`config.mk`:
```
export PLATFORM = sky130hd
export DESIGN_NAME = div_sequencer
export DESIGN_NICKNAME = d
export VERILOG_FILES = /design/src/rtl/div_sequencer.sv
export SDC_FILE = /design/constraint.sdc
export NUM_CORES = 1
export LEC_CHECK = 0
export CAP_MARGIN = 30
export CORE_MARGIN = 2
export CORE_UTILIZATION = 37
export CTS_BUF_LIST = sky130_fd_sc_hd__clkbuf_8
export DETAILED_ROUTE_END_ITERATION = 10
export PLACE_DENSITY_LB_ADDON = 0.08
export SLEW_MARGIN = 0
export SYNTH_ARGS = -nofsm -noshare
export SYNTH_HDL_FRONTEND = slang
export SYNTH_SLANG_ARGS = --single-unit
```
`constraint.sdc`:
```
create_clock -name CLK -period 5.8 [get_ports CLK]
set_input_delay 1.74 -clock CLK [delete_from_list [all_inputs] [get_ports CLK]]
set_output_delay 1.74 -clock CLK [all_outputs]
set_load 0.05 [all_outputs]
```
`src/rtl/div_sequencer.sv`:
```
// div_sequencer: multi-cycle RV32M divide/remainder unit.
// Latches operands on start, resolves divide-by-zero and signed overflow in one
// cycle, otherwise runs a 32-step restoring division (one quotient bit per cycle).
//
// Handshake: start is accepted only while busy=0 and the requester holds the
// instruction until done; done is a one-cycle pulse with res valid in that
// cycle, and res holds its value until the next done (or reset). A flush forces
// IDLE without producing done or touching res.
module div_sequencer #(
  parameter int XLEN = 32
) (
  input  logic            CLK,
  input  logic            rst,
  input  logic            start,
  input  logic [1:0]      div_op,
  input  logic [XLEN-1:0] op_a,
  input  logic [XLEN-1:0] op_b,
  input  logic            flush,
  output logic            busy,
  output logic            done,
  output logic [XLEN-1:0] res,
  output logic [1:0]      dbg_state
);

  typedef enum logic [1:0] {
    IDLE = 2'd0,
    CALC = 2'd1,
    DONE = 2'd2
  } state_t;

  localparam logic [XLEN-1:0] MIN_NEG = {1'b1, {(XLEN-1){1'b0}}};

  state_t          r_state;
  logic            r_is_rem;
  logic            r_neg_q;
  logic            r_neg_r;
  logic [4:0]      r_cnt;
  logic [XLEN-1:0] r_divisor;
  logic [XLEN-1:0] r_dvd;
  logic [XLEN-1:0] r_rem;
  logic [XLEN-1:0] r_res;

  // Operand decode for the accept cycle
  logic            w_signed;
  logic            w_div_zero;
  logic            w_ovf;
  logic [XLEN-1:0] w_abs_a;
  logic [XLEN-1:0] w_abs_b;

  assign w_signed   = ~div_op[0];
  assign w_div_zero = (op_b == '0);
  assign w_ovf      = w_signed && (op_a == MIN_NEG) && (op_b == '1);
  assign w_abs_a    = (w_signed && op_a[XLEN-1]) ? -op_a : op_a;
  assign w_abs_b    = (w_signed && op_b[XLEN-1]) ? -op_b : op_b;

  // One restoring-division step. The shifted remainder is XLEN+1 bits wide;
  // after a subtract the true result is below the divisor, so the low XLEN
  // bits of a modular subtract are exact.
  logic [XLEN:0]   w_shift;
  logic            w_ge;
  logic [XLEN-1:0] w_rem_next;
  logic [XLEN-1:0] w_dvd_next;
  logic [XLEN-1:0] w_q_fix;
  logic [XLEN-1:0] w_r_fix;

  assign w_shift    = {r_rem, r_dvd[XLEN-1]};
  assign w_ge       = (w_shift >= {1'b0, r_divisor});
  assign w_rem_next = w_ge ? (w_shift[XLEN-1:0] - r_divisor) : w_shift[XLEN-1:0];
  assign w_dvd_next = {r_dvd[XLEN-2:0], w_ge};
  assign w_q_fix    = r_neg_q ? -w_dvd_next : w_dvd_next;
  assign w_r_fix    = r_neg_r ? -w_rem_next : w_rem_next;

  // Control FSM and datapath registers; flush overrides everything but reset
  always_ff @(posedge CLK or posedge rst) begin
    if (rst) begin
      r_state   <= IDLE;
      r_is_rem  <= 1'b0;
      r_neg_q   <= 1'b0;
      r_neg_r   <= 1'b0;
      r_cnt     <= '0;
      r_divisor <= '0;
      r_dvd     <= '0;
      r_rem     <= '0;
      r_res     <= '0;
    end else if (flush) begin
      r_state <= IDLE;
    end else begin
      case (r_state)
        IDLE: begin
          if (start) begin
            r_is_rem <= div_op[1];
            if (w_div_zero) begin
              r_res   <= div_op[1] ? op_a : '1;
              r_state <= DONE;
            end else if (w_ovf) begin
              r_res   <= div_op[1] ? '0 : MIN_NEG;
              r_state <= DONE;
            end else begin
              r_dvd     <= w_abs_a;
              r_divisor <= w_abs_b;
              r_rem     <= '0;
              r_cnt     <= '0;
              r_neg_q   <= w_signed & (op_a[XLEN-1] ^ op_b[XLEN-1]);
              r_neg_r   <= w_signed & op_a[XLEN-1];
              r_state   <= CALC;
            end
          end
        end
        CALC: begin
          r_rem <= w_rem_next;
          r_dvd <= w_dvd_next;
          r_cnt <= r_cnt + 5'd1;
          if (r_cnt == 5'd31) begin
            r_res   <= r_is_rem ? w_r_fix : w_q_fix;
            r_state <= DONE;
          end
        end
        DONE:    r_state <= IDLE;
        default: r_state <= IDLE;
      endcase
    end
  end

  assign busy      = (r_state != IDLE);
  assign done      = (r_state == DONE);
  assign res       = r_res;
  assign dbg_state = r_state;

endmodule

```
Yosys cells after proc, flatten, opt, wreduce, memory -nomap -nowiden. Cells that the tools add are included.

Register bits after elaboration: 138. Input port bits: 70. Word-level logic and storage cells: 79. Output and inout bits: 36.

Magnitude comparators: 1. Bitwise gates (word level): 7. Reductions and logical operators: 13. Equality and inequality tests: 12. Mux-type cells: 31. $add $sub $neg: 6.

Operators with widths (count): 2-to-1 mux 32 bit (18); case mux 32 bit (2 select lines) (3); negation 32 bit (4); equality test 32 bit, second input constant (2); >= comparator 33 x 32 -> 1 bit (1); logical NOT 32 bit (1); subtractor 32 bit (1); 2-to-1 mux 5 bit (3); AND reduction 5 bit (3); 2-to-1 mux 2 bit (5); case mux 5 bit (2 select lines) (1); inequality test 3 bit, second input constant (3); inequality test 2 bit, second input constant (4); adder 5 x 1 -> 5 bit, second input constant (1); equality test 5 bit, second input constant (1); logical AND 1 bit (4); NOT 1 bit (4); case mux 2 bit (2 select lines) (1); nonzero test 2 bit (2); AND reduction 3 bit (1); AND 1 bit (2); equality test 2 x 1 -> 1 bit, second input constant (1); equality test 2 bit, second input constant (1); logical NOT 2 bit (1); 2 further kinds (2).

Longest topological paths before layout.
Depth in word-level cells: 8. Gate-level depth with buffers: 25. Gate-level depth less buffers: 20.

Worst setup path after synthesis. Ideal clock, no wire load.

Path kind: register -> register. Start point: register r_rem[19]. End point: register r_res[30] (netlist: res[30]). Data required time: 5.678 ns. Setup time: 0.122 ns. Buffers on the path: 5. Arrival: 4.914 ns. Cell stages (with the launch flop): 23. Setup slack: 0.764 ns. Period minus slack after synthesis: 5.036 ns. Cells stage by stage: dfrtp_1 -> ha_1 -> buf_6 -> a21o_1 -> o21bai_4 -> a311oi_2 -> o211ai_2 -> or2_2 -> buf_2 -> buf_2 -> buf_2 -> buf_2 -> o21ai_0 -> ha_1 -> nand2_1 -> a211oi_1 -> nand4_1 -> nand4b_1 -> nor4_2 -> o21ai_1 -> o41a_1 -> mux2i_1 -> o21ai_1.

Cells in the longest elaborated chain, start to end: 7. Elaborated cells on any way between the ends: 10. Those cells by class: add/sub (3); order compare (1); mux (6).

RTL lines: start, declared (RTL line 40) `logic [XLEN-1:0] r_rem;`; start signal, assigned (RTL line 110) `r_rem <= w_rem_next;`; subtractor 32 bit or >= comparator 33 x 32 -> 1 bit (tied branches) (RTL line 68, 67); 2-to-1 mux 32 bit (RTL line 68) `assign w_rem_next = w_ge ? (w_shift[XLEN-1:0] - r_divisor) : w_shift[XLEN-1:0];`; negation 32 bit (RTL line 71) `assign w_r_fix = r_neg_r ? -w_rem_next : w_rem_next;`; 2-to-1 mux 32 bit (RTL line 71); 2-to-1 mux 32 bit * (RTL line 114) `r_res <= r_is_rem ? w_r_fix : w_q_fix;`; 2-to-1 mux 32 bit * (RTL line 113) `if (r_cnt == 5'd31) begin`; case mux 32 bit (2 select lines) * (RTL line 88) `case (r_state)`; end signal, assigned (RTL line 93) `r_res <= div_op[1] ? op_a : '1;`; end signal, assigned (RTL line 96) `r_res <= div_op[1] ? '0 : MIN_NEG;`; end signal, assigned (RTL line 114); end, declared (RTL line 41) `logic [XLEN-1:0] r_res;`.

Every way passes the cells marked *; elsewhere a longest branch is shown, timed or not. The select of a mux whose other input is x is not followed. A chain may end at the register's enable or synchronous reset.

Final worst setup path.
Start point: register r_rem[5]. End point: register r_res[30] (netlist: res[30]).

Same word-level chain as after synthesis.

==> impl_metrics.py <==
metrics = {
    "grt": {
        "grt_overflow_total": 0,
        "grtUsageTotal_pct": 24.0,
        "grt_pass1_vias": 11363,
        "grt_pass1_wl_mm": 63.0,
        "antenna_found_initial": 1,
        "grt_max_degree": 68,
    },
    "floorplan": {
        "dieArea_um2": 33400,
        "start_util_pct": 37.5,
        "io_pins": 106,
        "die_y_um": 183,
        "rows": 65,
        "core_um2": 31500,
        "die_x_um": 183,
    },
    "drt": {
        "wl_per_cell_um": 19.2,
        "vias_per_cell": 5.69,
        "drcViolationCount": 0,
        "wl_mm": 39.4,
        "vias": 11652,
        "drt-initial-drc-count": 816,
        "ant_nets": 0,
        "drt_first_pass_iters": 5,
    },
    "sta": {
        "fin_crit_ps": 5290,
        "setup_slack_ps": 506,
        "tns_ps": 0,
        "rsz0062_at_grt": "no",
        "slew_headroom_pct": 38.3,
        "maxSlewViolCount": 0,
        "finClkSkew_ps": 16.8,
        "setup_viol_count_final": 0,
        "hold_viol_final": 0,
        "fmax_ghz": 0.189,
        "finalCritPeriodShare_pct": 91.3,
        "tightest_slew_ps": 926,
    },
    "clocking": {
        "cts-root-buf": "clkbuf_8",
        "cts.clk_slew.worst_paths_ps": 80,
        "clk_latency_ps": 470,
        "cts_made_buffers": 17,
        "cts_sinks": 138,
        "hold_buffers": 0,
        "cts_resized": 0,
        "htree_levels": 4,
        "cts_setup_buffers": 0,
        "cts_tree": "built",
        "clock_path_buffers": 2,
    },
    "synthesis": {
        "mappedNetlistArea_um2": 11800,
        "seq_area_frac_synth_pct": 29.2,
        "syn_avg_cell_area_um2": 7.59,
        "async_flop_share_pct": 100,
        "yosys_warnings": 0,
        "synthTopCellsByArea": "dfrtp_1 (29%), o21ai_0 (7.9%), nand2_1 (6.4%)",
        "synthFlopType": "dfrtp_1",
        "ys_ff_latch": 138,
        "netlist_instances": 1556,
        "synth_cell_types": 81,
        "synth_edf_count": 0,
        "synth_top_area_share_pct": 29.2,
        "synth_nets": 1666,
        "yosysTopAreaCell": "dfrtp_1",
    },
    "cells_and_area": {
        "layout_commonest_cell": "nand2_1",
        "fillers": 3229,
        "layout-drive-gt1-share_pct": 6.80,
        "nets": 1744,
        "syn_to_final_growth_pct": 17.0,
        "final_cell_mix": "nand2_1 (201), o21ai_0 (186), dfrtp_1 (138), nor2_1 (130), a21oi_1 (126)",
        "antennaDiodeCount": 0,
    },
    "worst_setup_path": {
        "cp_max_fo": 15,
        "worstSetupPathType": "reg -> reg",
        "start_kind": "flip-flop",
        "crit_arrival_ps": 5640,
        "required_ps": 6150,
        "worst_setup_path_end_kind": "flip-flop",
    },
    "hold_path": {
        "hold_path.class": "reg -> reg",
    },
    "placement": {
        "hpwlAfterDp_mm": 30.3,
        "io_buffers": 105,
        "pre_cts_ws_ps": 447,
        "gp_congestion": 0.884,
    },
    "status": {
        "status": "complete, no violations",
    },
    "pwr": {
        "power_leakage_uw": 0.00560,
        "max-vdd-ir-drop_v": 0.000138,
        "powerDensity_nw_per_um2": 293,
    },
    "run": {
        "maxCapViolations": 0,
    },
}
[cell usage after synthesis, types with 5 or more instances]
| master | n |
|---|---|
| a211oi_1 | 9 |
| o21ai_1 | 5 |
| a21o_1 | 13 |
| and3_1 | 11 |
| dfrtp_1 | 138 |
| mux2_2 | 5 |
| nor3_1 | 42 |
| nor4_1 | 15 |
| buf_2 | 19 |
| o31ai_1 | 27 |
| nand2_1 | 202 |
| o41ai_1 | 11 |
| nand3_1 | 27 |
| inv_1 | 58 |
| nand4b_1 | 5 |
| o211ai_1 | 28 |
| a211o_1 | 6 |
| or2_2 | 6 |
| ha_1 | 39 |
| a22o_1 | 10 |
| clkbuf_1 | 61 |
| or3_1 | 17 |
| o21a_1 | 17 |
| nand3b_1 | 6 |
| xor2_1 | 48 |
| buf_1 | 10 |
| o21ai_0 | 186 |
| a31oi_1 | 28 |
| nand4_1 | 19 |
| and2_1 | 11 |
| nor2_1 | 131 |
| or4_1 | 9 |
| nand2b_1 | 16 |
| mux2i_1 | 25 |
| xnor2_1 | 78 |
| a21oi_1 | 126 |
| nor2b_1 | 11 |
| a41oi_1 | 5 |
[final timing paths]
kind / startpoint / to / slack [ps] / depth (start not counted)
worst min-delay path: res[25] / res[25] / 510 / 2
min in group asynchronous: rst / r_divisor[3] / 1660 / 2
worst max register to register: r_rem[5] / res[30] / 510 / 19
worst min register to register: res[25] / res[25] / 510 / 2
worst max-delay path: r_rem[5] / res[30] / 510 / 19
max in group asynchronous: rst / r_divisor[26] / 3400 / 3
[critical path: stages (launching register included)]
cell	delay (ps)
dfrtp_1	450
ha_1	430
a21oi_1	410
o21ai_0	220
a21oi_1	240
a31oi_2	120
or2_2	440
inv_2	110
mux2i_1	280
ha_1	230
nand2_1	70
a211oi_1	190
buf_4	160
nand4_1	170
nand4b_1	300
nor4_2	450
o21ai_1	240
o41a_1	450
mux2i_1	130
o21ai_1	70
[cell families after synthesis]
kind of cell / synth area share, %
AND/OR/NAND/NOR: 21.8
AO/OA/AOI/OAI: 27.5
buffers and inverters: 5.24
flip-flops: 29.2
XOR/XNOR: 9.35
adder cells (fa/ha/maj): 4.30
multiplexers: 2.60
[layer usage]
metal / wire, um / vias to the layer above / global-route usage [%] / part of all wire [%]
met2: 18800 / 231 / 39.7 / 48
li1: - / 5754 / - / -
met1: 18400 / 5624 / 32.5 / 47
met3: 1270 / 43 / 2.77 / 3.2
met4: 949 / 0 / 7.81 / 2.4
met5: 0 / - / 0 / 0
[power by group]
| group | internal [uW] | switching, uW | total (uW) |
|---|---|---|---|
| clock | 439 | 435 | 874 |
| sequential | 1130 | 166 | 1290 |
| combinational | 704 | 1170 | 1870 |
| total | 2270 | 1770 | 4040 |
[layout make-up]
| type | count | area (um^2) | area share, % |
|---|---|---|---|
| clock buffer | 18 | 248 | 1.79 |
| inverter | 62 | 238 | 1.72 |
| tap | 402 | 503 | 3.64 |
| clock inverter | 13 | 168 | 1.21 |
| sequential | 138 | 3450 | 25.0 |
| multi-input combinational | 1263 | 7770 | 56.3 |
| timing repair buffer | 152 | 1430 | 10.4 |
[through the flow]
stage / hold slack (ps) / area (um^2) / power [uW] / cells / util, %
floorplan: 467 / 11800 / 2630 / 1556 / -
global placement: 494 / 13400 / 3160 / 2015 / 42.4
detailed placement: 497 / 13400 / 3180 / 2017 / 42.6
CTS: 516 / 13800 / 4070 / 2048 / 43.9
global route: 528 / 13800 / 4350 / 2048 / 43.9
finish: 507 / 13800 / 4040 / 2048 / 43.9
[flip-flops by register name, indices dropped and copies added (netlist names), 2 cells and up]
name       flops
r_dvd         32
r_divisor     32
r_cnt          5
dbg_state      2
res           32
r_rem         32
(Power assumes the default switching activity.)
